### src/rtl/frac_clk_gen.sv
// Fractional clock generator: a phase accumulator whose MSB is the output clock.
// Increment changes and stops are deferred to a carry so clk_out periods are never split.
module frac_clk_gen #(
  parameter int unsigned ACC_W = 8
) (
  input  logic             clk,
  input  logic             rst,
  input  logic             en,
  input  logic             cfg_valid,
  input  logic [ACC_W-1:0] cfg_inc,
  output logic             cfg_ready,
  output logic             cfg_err,
  output logic             clk_out,
  output logic             tick,
  output logic             busy,
  output logic [15:0]      period_cnt
);

  localparam int unsigned CNT_W = 16;

  typedef enum logic [1:0] {
    IDLE = 2'd0,
    RUN  = 2'd1,
    PEND = 2'd2,
    STOP = 2'd3
  } state_t;

  state_t             state_q, state_d;
  logic [ACC_W-1:0]   acc_q, acc_d;
  logic [ACC_W-1:0]   inc_q, inc_d;
  logic [ACC_W-1:0]   pend_q, pend_d;
  logic               pend_vld_q, pend_vld_d;
  logic               tick_q, tick_d;
  logic               cfg_err_q, cfg_err_d;
  logic               cfg_ready_q, cfg_ready_d;
  logic               busy_q, busy_d;
  logic [CNT_W-1:0]   cnt_q, cnt_d;

  logic [ACC_W:0]     sum_c;
  logic               carry_c;
  logic               xfer_c;
  logic               legal_c;
  logic               accept_c;

  // Phase addition and config legality (1 .. 2^(ACC_W-1))
  always_comb begin
    sum_c    = {1'b0, acc_q} + {1'b0, inc_q};
    carry_c  = sum_c[ACC_W];
    xfer_c   = cfg_valid & cfg_ready_q;
    legal_c  = (cfg_inc != '0) &&
               (!cfg_inc[ACC_W-1] || (cfg_inc[ACC_W-2:0] == '0));
    accept_c = xfer_c & legal_c;
  end

  // Next-state, datapath and registered-output logic
  always_comb begin
    state_d    = state_q;
    acc_d      = acc_q;
    inc_d      = inc_q;
    pend_d     = pend_q;
    pend_vld_d = pend_vld_q;
    tick_d     = 1'b0;
    cfg_err_d  = xfer_c & ~legal_c;
    cnt_d      = cnt_q;

    case (state_q)
      IDLE: begin
        acc_d = '0;
        if (accept_c) begin
          inc_d = cfg_inc;
        end
        if (en && (inc_q != '0)) begin
          state_d = RUN;
          cnt_d   = '0;
        end
      end

      RUN: begin
        acc_d = sum_c[ACC_W-1:0];
        if (carry_c) begin
          tick_d = 1'b1;
          cnt_d  = cnt_q + CNT_W'(1);
        end
        // A carry in the acceptance cycle still completes with the old increment
        if (accept_c) begin
          pend_d     = cfg_inc;
          pend_vld_d = 1'b1;
          state_d    = en ? PEND : STOP;
        end else if (!en) begin
          state_d = STOP;
        end
      end

      PEND: begin
        acc_d = sum_c[ACC_W-1:0];
        if (carry_c) begin
          tick_d     = 1'b1;
          cnt_d      = cnt_q + CNT_W'(1);
          inc_d      = pend_q;
          pend_vld_d = 1'b0;
          state_d    = en ? RUN : STOP;
        end else if (!en) begin
          state_d = STOP;
        end
      end

      STOP: begin
        acc_d = sum_c[ACC_W-1:0];
        if (carry_c) begin
          tick_d  = 1'b1;
          cnt_d   = cnt_q + CNT_W'(1);
          acc_d   = '0;
          state_d = IDLE;
          if (pend_vld_q) begin
            inc_d      = pend_q;
            pend_vld_d = 1'b0;
          end
        end
      end

      default: begin
        state_d = IDLE;
        acc_d   = '0;
      end
    endcase

    busy_d      = (state_d != IDLE);
    cfg_ready_d = (state_d == IDLE) || (state_d == RUN);
  end

  // State and datapath registers with synchronous reset
  always_ff @(posedge clk) begin
    if (rst) begin
      state_q     <= IDLE;
      acc_q       <= '0;
      inc_q       <= '0;
      pend_q      <= '0;
      pend_vld_q  <= 1'b0;
      tick_q      <= 1'b0;
      cfg_err_q   <= 1'b0;
      cfg_ready_q <= 1'b1;
      busy_q      <= 1'b0;
      cnt_q       <= '0;
    end else begin
      state_q     <= state_d;
      acc_q       <= acc_d;
      inc_q       <= inc_d;
      pend_q      <= pend_d;
      pend_vld_q  <= pend_vld_d;
      tick_q      <= tick_d;
      cfg_err_q   <= cfg_err_d;
      cfg_ready_q <= cfg_ready_d;
      busy_q      <= busy_d;
      cnt_q       <= cnt_d;
    end
  end

  assign clk_out    = acc_q[ACC_W-1];
  assign tick       = tick_q;
  assign cfg_err    = cfg_err_q;
  assign cfg_ready  = cfg_ready_q;
  assign busy       = busy_q;
  assign period_cnt = cnt_q;

endmodule

### config.mk
export PLATFORM = sky130hd
export DESIGN_NAME = frac_clk_gen
export DESIGN_NICKNAME = d
export VERILOG_FILES = /design/src/rtl/frac_clk_gen.sv
export SDC_FILE = /design/constraint.sdc
export NUM_CORES = 1
export LEC_CHECK = 0
export CAP_MARGIN = 20
export CORE_UTILIZATION = 50
export CTS_CLUSTER_SIZE = 30
export DETAILED_ROUTE_END_ITERATION = 8
export PLACE_DENSITY_LB_ADDON = 0.1
export SYNTH_ARGS = -nofsm -noshare
export SYNTH_HDL_FRONTEND = slang
export SYNTH_SLANG_ARGS = --single-unit
export TNS_END_PERCENT = 20
### constraint.sdc
create_clock -name clk -period 3.1 [get_ports clk]
set_clock_uncertainty 0.2 [all_clocks]
set_input_delay 0.93 -clock clk [delete_from_list [all_inputs] [get_ports clk]]
set_output_delay 0.93 -clock clk [all_outputs]
set_load 0.02 [all_outputs]
==> run metrics <==
number of global-route vias before repair 1869; Rel. slew slack 65.0%; Power Density 799 nW/um^2; Mean Syn Cell Area 8.99 um^2; top cells by area, synth dfxtp_1, ha_1, nor2_1; core area 4750 um^2; Post-Syn Nets 303; Post-DRT Antenna Nets 0; YS warnings 0; grt total ovfl 0; Mapped Cells 275; I/O pins 33; internal power 1.54 mW; Max Freq 356 MHz; DRT iter0 DRCs 90; outcome completed; Worst Hold Class register to register; H-tree depth 2; unrepaired setup endpoints after global routing false; CP Data Arrival Time 2.84 ns; port buffer count 32; row cnt 25; clock root cell clkbuf_8; most common cell in the netlist nor2_1; cell family with the largest share of critical-path delay simple AND/OR/NAND/NOR gates; Final Max Tran Viols 0; GPL Wtd Cong 0.835; Clock transition at path regs 0.09 ns; CP Class register to register; overall power 2.46 mW; share of cells above drive strength 1 10.7%; Sink Count 47; post-route clock period utilization 90.6%; Placement Setup Slack 0.0295 ns; total CTS buffers 5; worst-path fanout max 13; final hold vios 0; Mapped Area 2470 um^2; required time of the worst setup path 3.14 ns; most used flip-flop cell after synthesis dfxtp_1; # hold bufs at CTS 0; Pleak 1.23 nW; Die Area 5230 um^2; Critical Path End Type register; antenna violations before repair 0; CP startpoint kind register; DRC violations left 0; Slew @ Worst Pin 0.525 ns; Post-CTS Setup Inserts 0; Post-synth EDFFs 0; fraction of registers with async set/reset 0%; Slowest cell on crit path or4_1; global-route usage over all layers 20.7%; Initial Util 52.0%; maximum number of pins on one net before global-route repair 17; Yosys reg bits 47; Clock power frac 21.8%; die height 72.3 um; Resize count post-CTS 0; max_cap viols 0; register area share after synthesis 38.1%; detailed-route wire length per cell 12.7 um; worst skew pair latency 0.31 ns; TritonRoute pass-1 iters 4; drt via density 5.18; Die X 72.3 um; Cell Chain, Critical Path ha_1, inv_1, fa_1, nand2b_1, a21oi_4, o21ai_2, or2_4, or4_1, a21oi_1; TritonCTS clock tree built; commonest cells in the synthesized netlist nor2_1, dfxtp_1, mux2i_1; via count 1991; Nets 344; ANT cells 0; final worst slack 0.290 ns; part of the power in combinational logic 46.1%; sum of buffers and inverters on the critical path 1; largest stage delay on the critical path 0.50 ns; detailed-route wire length 4.88 mm; Clock Path Buffers 2; dpl hpwl 3.75 mm; first-pass GRT wire length 8.49 mm; top cell type's share of synthesized area 38.1%; Switching Fraction 37.4%; Peak VDD IR 472 uV; Flop pwr share 32.1%; count of cell types in the netlist 51; Synth area leader dfxtp_1; Tmin final 2.81 ns; Fillers 421; Final setup viols 0; Syn-to-layout area delta 24.5%; post-layout util 64.7%; Psw 0.919 mW; Setup TNS 0 ns
==> through the flow <==
stage          cell area (um^2)  hold WS (ns)  cells
3_3_place_gp               2940         0.270    376
3_5_place_dp               2940         0.283    376
6_report                   3080         0.303    384
4_1_cts                    3080         0.304    384
5_1_grt                    3080         0.320    384
2_1_floorplan              2470         0.260    275
==> cells in the final DEF (no fill, tap or decap), types with 3 or more instances in the layout <==
master,synthesis,final
inv_1,12,12
nor2_1,49,49
nor3_1,10,10
nand4_1,6,6
a211oi_1,6,6
xor2_1,4,4
nand2_1,12,12
clkdlybuf4s50_1,0,32
nand3_1,8,8
nand2b_1,5,5
clkbuf_8,0,5
ha_1,15,15
mux2i_1,17,17
dfxtp_1,47,47
or4_1,3,3
xnor2_1,15,15
buf_4,1,11
nor4_1,9,9
a21oi_1,8,8
==> cell families after synthesis <==
family / Yosys count / share of synthesized area, %
simple gates: 117 / 23.3
flops: 47 / 38.1
compound gates: 35 / 12.0
buf+inv: 23 / 4.15
xor+xnor: 19 / 6.73
mux: 18 / 7.34
fa+ha+maj: 16 / 8.40
==> flip-flops by register name (all words and copies together), names as in the netlist <==
| signal | count |
|---|---|
| busy | 1 |
| acc_q | 8 |
| pend_q | 8 |
| cfg_ready | 1 |
| period_cnt | 16 |
| pend_vld_q | 1 |
| tick | 1 |
| inc_q | 8 |
| state_q | 2 |
| cfg_err | 1 |
==> metal layers <==
layer	global-route usage, %	vias up	share of wire (%)
li1	-	1053	-
met1	27.6	892	50
met2	33.4	41	46
met3	4.44	5	3.5
met4	6.54	0	1.0
met5	0	-	0
==> worst min-delay path: cells and delay by family (launching register included) <==
kind	cells	cell delay, ns
DFF	1	0.34
muxes	1	0.07
and+or+nand+nor	1	0.07
==> power by group through the flow <==
stage / combinational [mW] / clock, mW / sequential, mW
3_3_place_gp: 1.12 / 0 / 0.803
5_1_grt: 1.27 / 0.564 / 0.806
6_report: 1.13 / 0.536 / 0.789
2_1_floorplan: 0.823 / 0 / 0.796
3_5_place_dp: 1.13 / 0 / 0.804
4_1_cts: 1.14 / 0.548 / 0.790
==> worst paths after layout <==
kind,slack [ns],start,cells after the start,endpoint
setup reg to reg,0.29,inc_q[0]$_SDFFE_PP0P_,9,period_cnt[13]$_SDFFE_PP0P_
hold reg to reg,0.30,pend_q[6]$_SDFFE_PP0P_,2,pend_q[6]$_SDFFE_PP0P_
hold / removal,0.30,pend_q[6]$_SDFFE_PP0P_,2,pend_q[6]$_SDFFE_PP0P_
setup / recovery,0.29,inc_q[0]$_SDFFE_PP0P_,9,period_cnt[13]$_SDFFE_PP0P_
==> layout make-up <==
class | count | area [um^2] | area share (%)
Timing Repair Buffer | 45 | 443 | 14.4
Clock buffer | 5 | 68.8 | 2.24
Multi-Input combinational cell | 205 | 1430 | 46.4
Inverter | 12 | 45.0 | 1.46
Tap cell | 67 | 83.8 | 2.72
Clock inverter | 3 | 67.6 | 2.20
Sequential cell | 47 | 941 | 30.6
No activity file was read; power rests on OpenSTA's default activity.
